### src/rtl/pipelined_ripple_adder_pkg.sv
// Shared definitions for the pipelined ripple adder: segment arithmetic,
// configuration sanity check and the per-stage control record.
package pipelined_ripple_adder_pkg;

   localparam int DEF_WIDTH = 32;
   localparam int DEF_SEG_W = 8;

   // Number of ripple segments, which is also the number of pipeline stages.
   function automatic int seg_count(input int width, input int seg_w);
      return width / seg_w;
   endfunction

   // A legal configuration splits the word into whole segments.
   function automatic bit width_ok(input int width, input int seg_w);
      return (seg_w > 0) && (seg_w <= width) && ((width % seg_w) == 0);
   endfunction

   // Control part of a stage record. The width-dependent data fields
   // (partial sum, remaining operands) are added by the parent module.
   typedef struct packed {
      logic valid;   // stage holds a real beat
      logic carry;   // carry out of this stage's segment
      logic ovf;     // signed overflow; meaningful in the last stage only
      logic sub;     // beat is a subtraction
   } stage_ctl_t;

endpackage

### src/rtl/seg_ripple_adder.sv
// Combinational SEG_W-bit ripple adder. Also exposes the carry into the
// segment MSB so the top segment can form the signed-overflow flag.
module seg_ripple_adder #(
   parameter int SEG_W = 8
) (
   input  logic [SEG_W-1:0] a,
   input  logic [SEG_W-1:0] b,
   input  logic             cin,
   output logic [SEG_W-1:0] sum,
   output logic             cout,
   output logic             c_msb
);

   logic [SEG_W:0] c_chain;

   // Bit-by-bit ripple: each full adder's carry feeds the next bit.
   always_comb begin
      c_chain    = '0;
      sum        = '0;
      c_chain[0] = cin;
      for (int i = 0; i < SEG_W; i++) begin
         sum[i]         = a[i] ^ b[i] ^ c_chain[i];
         c_chain[i + 1] = (a[i] & b[i]) | (c_chain[i] & (a[i] ^ b[i]));
      end
   end

   assign cout  = c_chain[SEG_W];
   assign c_msb = c_chain[SEG_W - 1];

endmodule

### src/rtl/pipelined_ripple_adder.sv
// Pipelined carry-chain adder/subtractor. One register stage per SEG_W-bit
// segment, carry registered between stages, global stall on output backpressure.
module pipelined_ripple_adder
   import pipelined_ripple_adder_pkg::*;
#(
   parameter int WIDTH = DEF_WIDTH,
   parameter int SEG_W = DEF_SEG_W
) (
   input  logic             clk,
   input  logic             rst_n,
   input  logic             in_valid,
   output logic             in_ready,
   input  logic [WIDTH-1:0] a,
   input  logic [WIDTH-1:0] b,
   input  logic             cin,
   input  logic             sub,
   output logic             out_valid,
   input  logic             out_ready,
   output logic [WIDTH-1:0] sum,
   output logic             cout,
   output logic             ovf
);

   localparam int NSEG = seg_count(WIDTH, SEG_W);

   if (!width_ok(WIDTH, SEG_W)) begin : g_bad_cfg
      $error("pipelined_ripple_adder: WIDTH must be a positive multiple of SEG_W");
   end

   typedef struct packed {
      stage_ctl_t       ctl;
      logic [WIDTH-1:0] psum;    // result bits produced so far
      logic [WIDTH-1:0] rem_a;   // operand A bits not yet consumed
      logic [WIDTH-1:0] rem_b;   // operand B bits (already inverted for subtract)
   } stage_t;

   stage_t st_q [NSEG];
   stage_t st_d [NSEG];
   stage_t src  [NSEG];   // record each stage loads when the pipe advances

   logic [NSEG-1:0][SEG_W-1:0] seg_sum;
   logic [NSEG-1:0]            seg_cout;
   logic [NSEG-1:0]            seg_cmsb;
   logic                       adv;

   assign out_valid = st_q[NSEG - 1].ctl.valid;
   assign adv       = !out_valid || out_ready;
   assign in_ready  = adv;

   // Stage inputs: stage 0 takes the ports (subtract = A + ~B + 1), later stages the previous register.
   always_comb begin
      for (int k = 0; k < NSEG; k++) begin
         if (k == 0) begin
            src[k]           = '0;
            src[k].ctl.valid = in_valid && adv;
            src[k].ctl.carry = sub ? 1'b1 : cin;
            src[k].ctl.sub   = sub;
            src[k].rem_a     = a;
            src[k].rem_b     = sub ? ~b : b;
         end else begin
            src[k] = st_q[(k > 0) ? k - 1 : 0];
         end
      end
   end

   for (genvar k = 0; k < NSEG; k++) begin : g_seg
      seg_ripple_adder #(
         .SEG_W (SEG_W)
      ) u_seg (
         .a     (src[k].rem_a[k*SEG_W +: SEG_W]),
         .b     (src[k].rem_b[k*SEG_W +: SEG_W]),
         .cin   (src[k].ctl.carry),
         .sum   (seg_sum[k]),
         .cout  (seg_cout[k]),
         .c_msb (seg_cmsb[k])
      );
   end

   // Next stage contents: fold in this segment's result when advancing, otherwise hold.
   always_comb begin
      for (int k = 0; k < NSEG; k++) begin
         st_d[k] = st_q[k];
         if (adv) begin
            st_d[k]                         = src[k];
            st_d[k].ctl.carry               = seg_cout[k];
            st_d[k].ctl.ovf                 = seg_cout[k] ^ seg_cmsb[k];
            st_d[k].psum[k*SEG_W +: SEG_W]  = seg_sum[k];
            st_d[k].rem_a[k*SEG_W +: SEG_W] = '0;
            st_d[k].rem_b[k*SEG_W +: SEG_W] = '0;
         end
      end
   end

   // Stage registers; reset clears every stage so no in-flight beat survives.
   always_ff @(posedge clk) begin
      if (!rst_n) begin
         for (int k = 0; k < NSEG; k++) begin
            st_q[k] <= '0;
         end
      end else begin
         for (int k = 0; k < NSEG; k++) begin
            st_q[k] <= st_d[k];
         end
      end
   end

   assign sum  = st_q[NSEG - 1].psum;
   assign cout = st_q[NSEG - 1].ctl.carry;
   assign ovf  = st_q[NSEG - 1].ctl.ovf;

   // Operand leftovers and the sub flag are spent by the time a beat reaches the last stage.
   logic unused_tail;
   assign unused_tail = ^{st_q[NSEG - 1].rem_a, st_q[NSEG - 1].rem_b, st_q[NSEG - 1].ctl.sub};

endmodule

### config.mk
export PLATFORM = sky130hd
export DESIGN_NAME = pipelined_ripple_adder
export DESIGN_NICKNAME = d
export VERILOG_FILES = /design/src/rtl/pipelined_ripple_adder_pkg.sv /design/src/rtl/seg_ripple_adder.sv /design/src/rtl/pipelined_ripple_adder.sv
export SDC_FILE = /design/constraint.sdc
export NUM_CORES = 1
export LEC_CHECK = 0
export CORE_AREA = 2 2 164 166
export DETAILED_ROUTE_END_ITERATION = 6
export DIE_AREA = 0 0 166 168
export PLACE_DENSITY = 0.52
export SYNTH_ARGS = -nofsm -noshare
export SYNTH_HDL_FRONTEND = slang
export SYNTH_SLANG_ARGS = --single-unit
### constraint.sdc
create_clock -name clk -period 6.1 [get_ports clk]
set_clock_uncertainty 0.05 [all_clocks]
set_input_delay 1.525 -clock clk [delete_from_list [all_inputs] [get_ports clk]]
set_output_delay 1.525 -clock clk [all_outputs]
set_load 0.005 [all_outputs]
==> results.py <==
metrics = {
    "detailed_routing": {
        "num_vias": 5526,
        "drtAntennaViolNets": 0,
        "vias_per_cell": 4.31,
        "drt_pre_antenna_iters": 4,
        "initialDrtViolationCount": 267,
        "routedWlPerCell_um": 12.3,
        "drcViolationCount": 0,
        "wirelength_um": 15800,
    },
    "clock_network": {
        "cts_hold_buf": 0,
        "clkSlewWorstSetupHoldPaths_ps": 70,
        "numCtsBuffers": 17,
        "clkLatencyLatePin_ps": 430,
        "postCtsSetupBuffers": 0,
        "cts_resized": 0,
        "clock_sinks": 185,
        "clock_path_buffers": 2,
        "ctsRootBufferMaster": "clkbuf_16",
        "htree_levels": 4,
        "tritoncts": "yes",
    },
    "global_route": {
        "grt_max_degree": 96,
        "grt_pass1_wl_um": 26500,
        "grt_pass1_vias": 5351,
        "grt_overflow": 0,
        "grt_usage_pct": 11.6,
        "antenna_found_initial": 0,
    },
    "status": {
        "outcome": "completed",
    },
    "power_and_ir_drop": {
        "p_seq_share_pct": 47.3,
        "vdd_drop_max_v": 0.000150,
        "switching_power_mw": 0.658,
        "p_leak_nw": 3.76,
        "cellPowerDensity_mw_per_mm2": 294,
        "p_clk_share_pct": 43.3,
        "internal-power_mw": 2.15,
        "comb_power_share_pct": 9.5,
        "switching_share_pct": 23.4,
    },
    "timing": {
        "rsz0062_at_grt": "no",
        "slew_headroom_pct": 33.6,
        "worst_pin_slew_ps": 996,
        "final-hold-violation-count": 0,
        "whs_ps": 395,
        "fin_setup_tns_ps": 0,
        "period_share_pct": 85.6,
        "fmax_mhz": 191,
        "maxSlewViolCount": 0,
        "period_minus_slack_ps": 5220,
        "setup_viol": 0,
    },
    "floorplanning": {
        "die_y_um": 168,
        "core_area_mm2": 0.0264,
        "dieArea_mm2": 0.0279,
        "pin_count": 106,
        "start_util_pct": 29.3,
        "rows": 60,
        "die_w_um": 166,
    },
    "layout": {
        "instances_no_fill": 1281,
        "area_delta_synth_final_pct": 23.8,
        "diodes": 0,
        "final_util_pct": 36.3,
        "top_register": "st_q",
        "finalInstanceArea_mm2": 0.00957,
        "largest_register_ffs": 185,
        "nets": 1029,
        "drive_gt1_share_pct": 4.36,
        "reg_top3": "st_q x185",
    },
    "synthesis": {
        "synth-edff-count": 0,
        "syn-mean-instance-area_um2": 8.98,
        "synthTopCellsByArea": "dfxtp_1 48%, nand2_1 15%, a21boi_1 13%",
        "yosys.area.top_type": "dfxtp_1",
        "syn_nets": 963,
        "synth_ff_type": "dfxtp_1",
        "synth-seq-cells": 185,
        "synth.top_cell.area_share_pct": 47.9,
        "synth-seq-area-share_pct": 47.9,
        "yosysUniqueCellTypes": 20,
        "yosysMostFrequentCell": "nand2_1",
        "synth_common_cells": "304 x nand2_1, 185 x dfxtp_1, 138 x a21boi_1",
        "synth_area_mm2": 0.00773,
        "synthArstFlopShare_pct": 0,
        "synth_cells": 861,
        "ys.warnings.count": 0,
    },
    "place": {
        "dpl_cell_area_mm2": 0.00893,
        "dpl.hpwl_um": 9590,
        "dp.cells": 1249,
        "io_buffers": 105,
        "gp_congestion": 0.672,
    },
    "setup_path": {
        "crit_path_end_kind": "register",
        "worstSetupPathType": "in2reg",
        "critPathArrivalTime_ps": 5500,
        "crit_top_cell": "fa_1",
        "startpoint_type": "input port",
        "cp_max_fo": 1,
        "crit_slowest_cell": "fa_1",
        "cp_slowest_stage_delay_ps": 440,
        "critPathRequiredTime_ps": 6370,
        "cp_top_family": "adder cells",
        "crit_chain": "clkdlybuf4s50_1, xnor2_1, fa_1, inv_1, fa_1, inv_1, fa_1, fa_1, fa_1, fa_1, fa_1, inv_1, fa_1, nand2_1, a21boi_1",
        "path_buf_inv": 4,
    },
    "flow_run": {
        "cap_violations": 0,
    },
    "worst_hold_path": {
        "hp-class": "reg2reg",
    },
}
stage by stage:
stage	power (mW)	worst slack, ps
final	2.81	877
after global routing	2.95	672
after CTS	2.85	845
after detailed placement	1.63	372
after global placement	1.63	425
after floorplan	1.52	684
final timing paths:
kind                from          end  slack (ps)  cells after the start
min reg2reg  st_q[0][69]  st_q[1][69]         400                      2
min          st_q[0][69]  st_q[1][69]         400                      2
max reg2reg  st_q[2][98]  st_q[3][95]        1840                     13
max                 b[0]  st_q[0][71]         880                     15
cells in the final DEF, fill, tap and decap left out:
cell               n
bufinv_16          4
clkdlybuf4s50_1  103
inv_1             30
o21a_1             1
clkinv_4           2
inv_8              2
clkbuf_1           1
buf_4              6
nand3_1            2
clkbuf_8           2
inv_6              3
clkinv_2           2
nor2_1             1
fa_1              32
a21boi_1         138
nand2_1          304
buf_2              1
nor2b_4            1
a21oi_1           24
dfxtp_1          185
clkbuf_16         17
xnor2_1           31
a21boi_0           6
o211a_1           15
buf_12             1
o21ai_0           24
xor2_1             2
worst reg2reg max path: stages, from the launching register on:
cell	delay (ps)
dfxtp_1	330
fa_1	420
inv_1	90
fa_1	180
inv_1	50
fa_1	480
fa_1	490
fa_1	470
fa_1	470
fa_1	480
inv_1	100
fa_1	380
nand2_1	60
o211a_1	140
layer usage:
metal	wire length, µm	vias to the layer above	global-route usage [%]
li1	-	2884	-
met1	7920	2551	15.7
met2	7100	79	17.9
met3	538	12	2.77
met4	220	0	4.31
met5	0	-	0
layout make-up:
type / instances / area [µm²]
clock buffers: 20 / 457
clock inverters: 12 / 188
fillers: 2786 / 16800
inverters: 31 / 121
multi-input cells: 581 / 3580
flip-flops and latches: 185 / 3700
well taps: 341 / 427
repair buffers: 111 / 1100
power groups by stage:
stage	registers (mW)	logic, mW	clock network (mW)
finish	1.33	0.266	1.22
CTS	1.33	0.274	1.25
floorplan	1.35	0.171	0
global placement	1.36	0.269	0
global route	1.34	0.308	1.30
detailed placement	1.36	0.272	0
kinds of logic after synthesis:
logic type | synth area share, %
buffers and inverters | 5.86
AO/OA/AOI/OAI | 19.1
AND/OR/NAND/NOR | 15.1
adder cells (fa/ha/maj) | 8.28
flip-flops | 47.9
XOR/XNOR | 3.74
No activity file was read; power rests on OpenSTA's default activity.
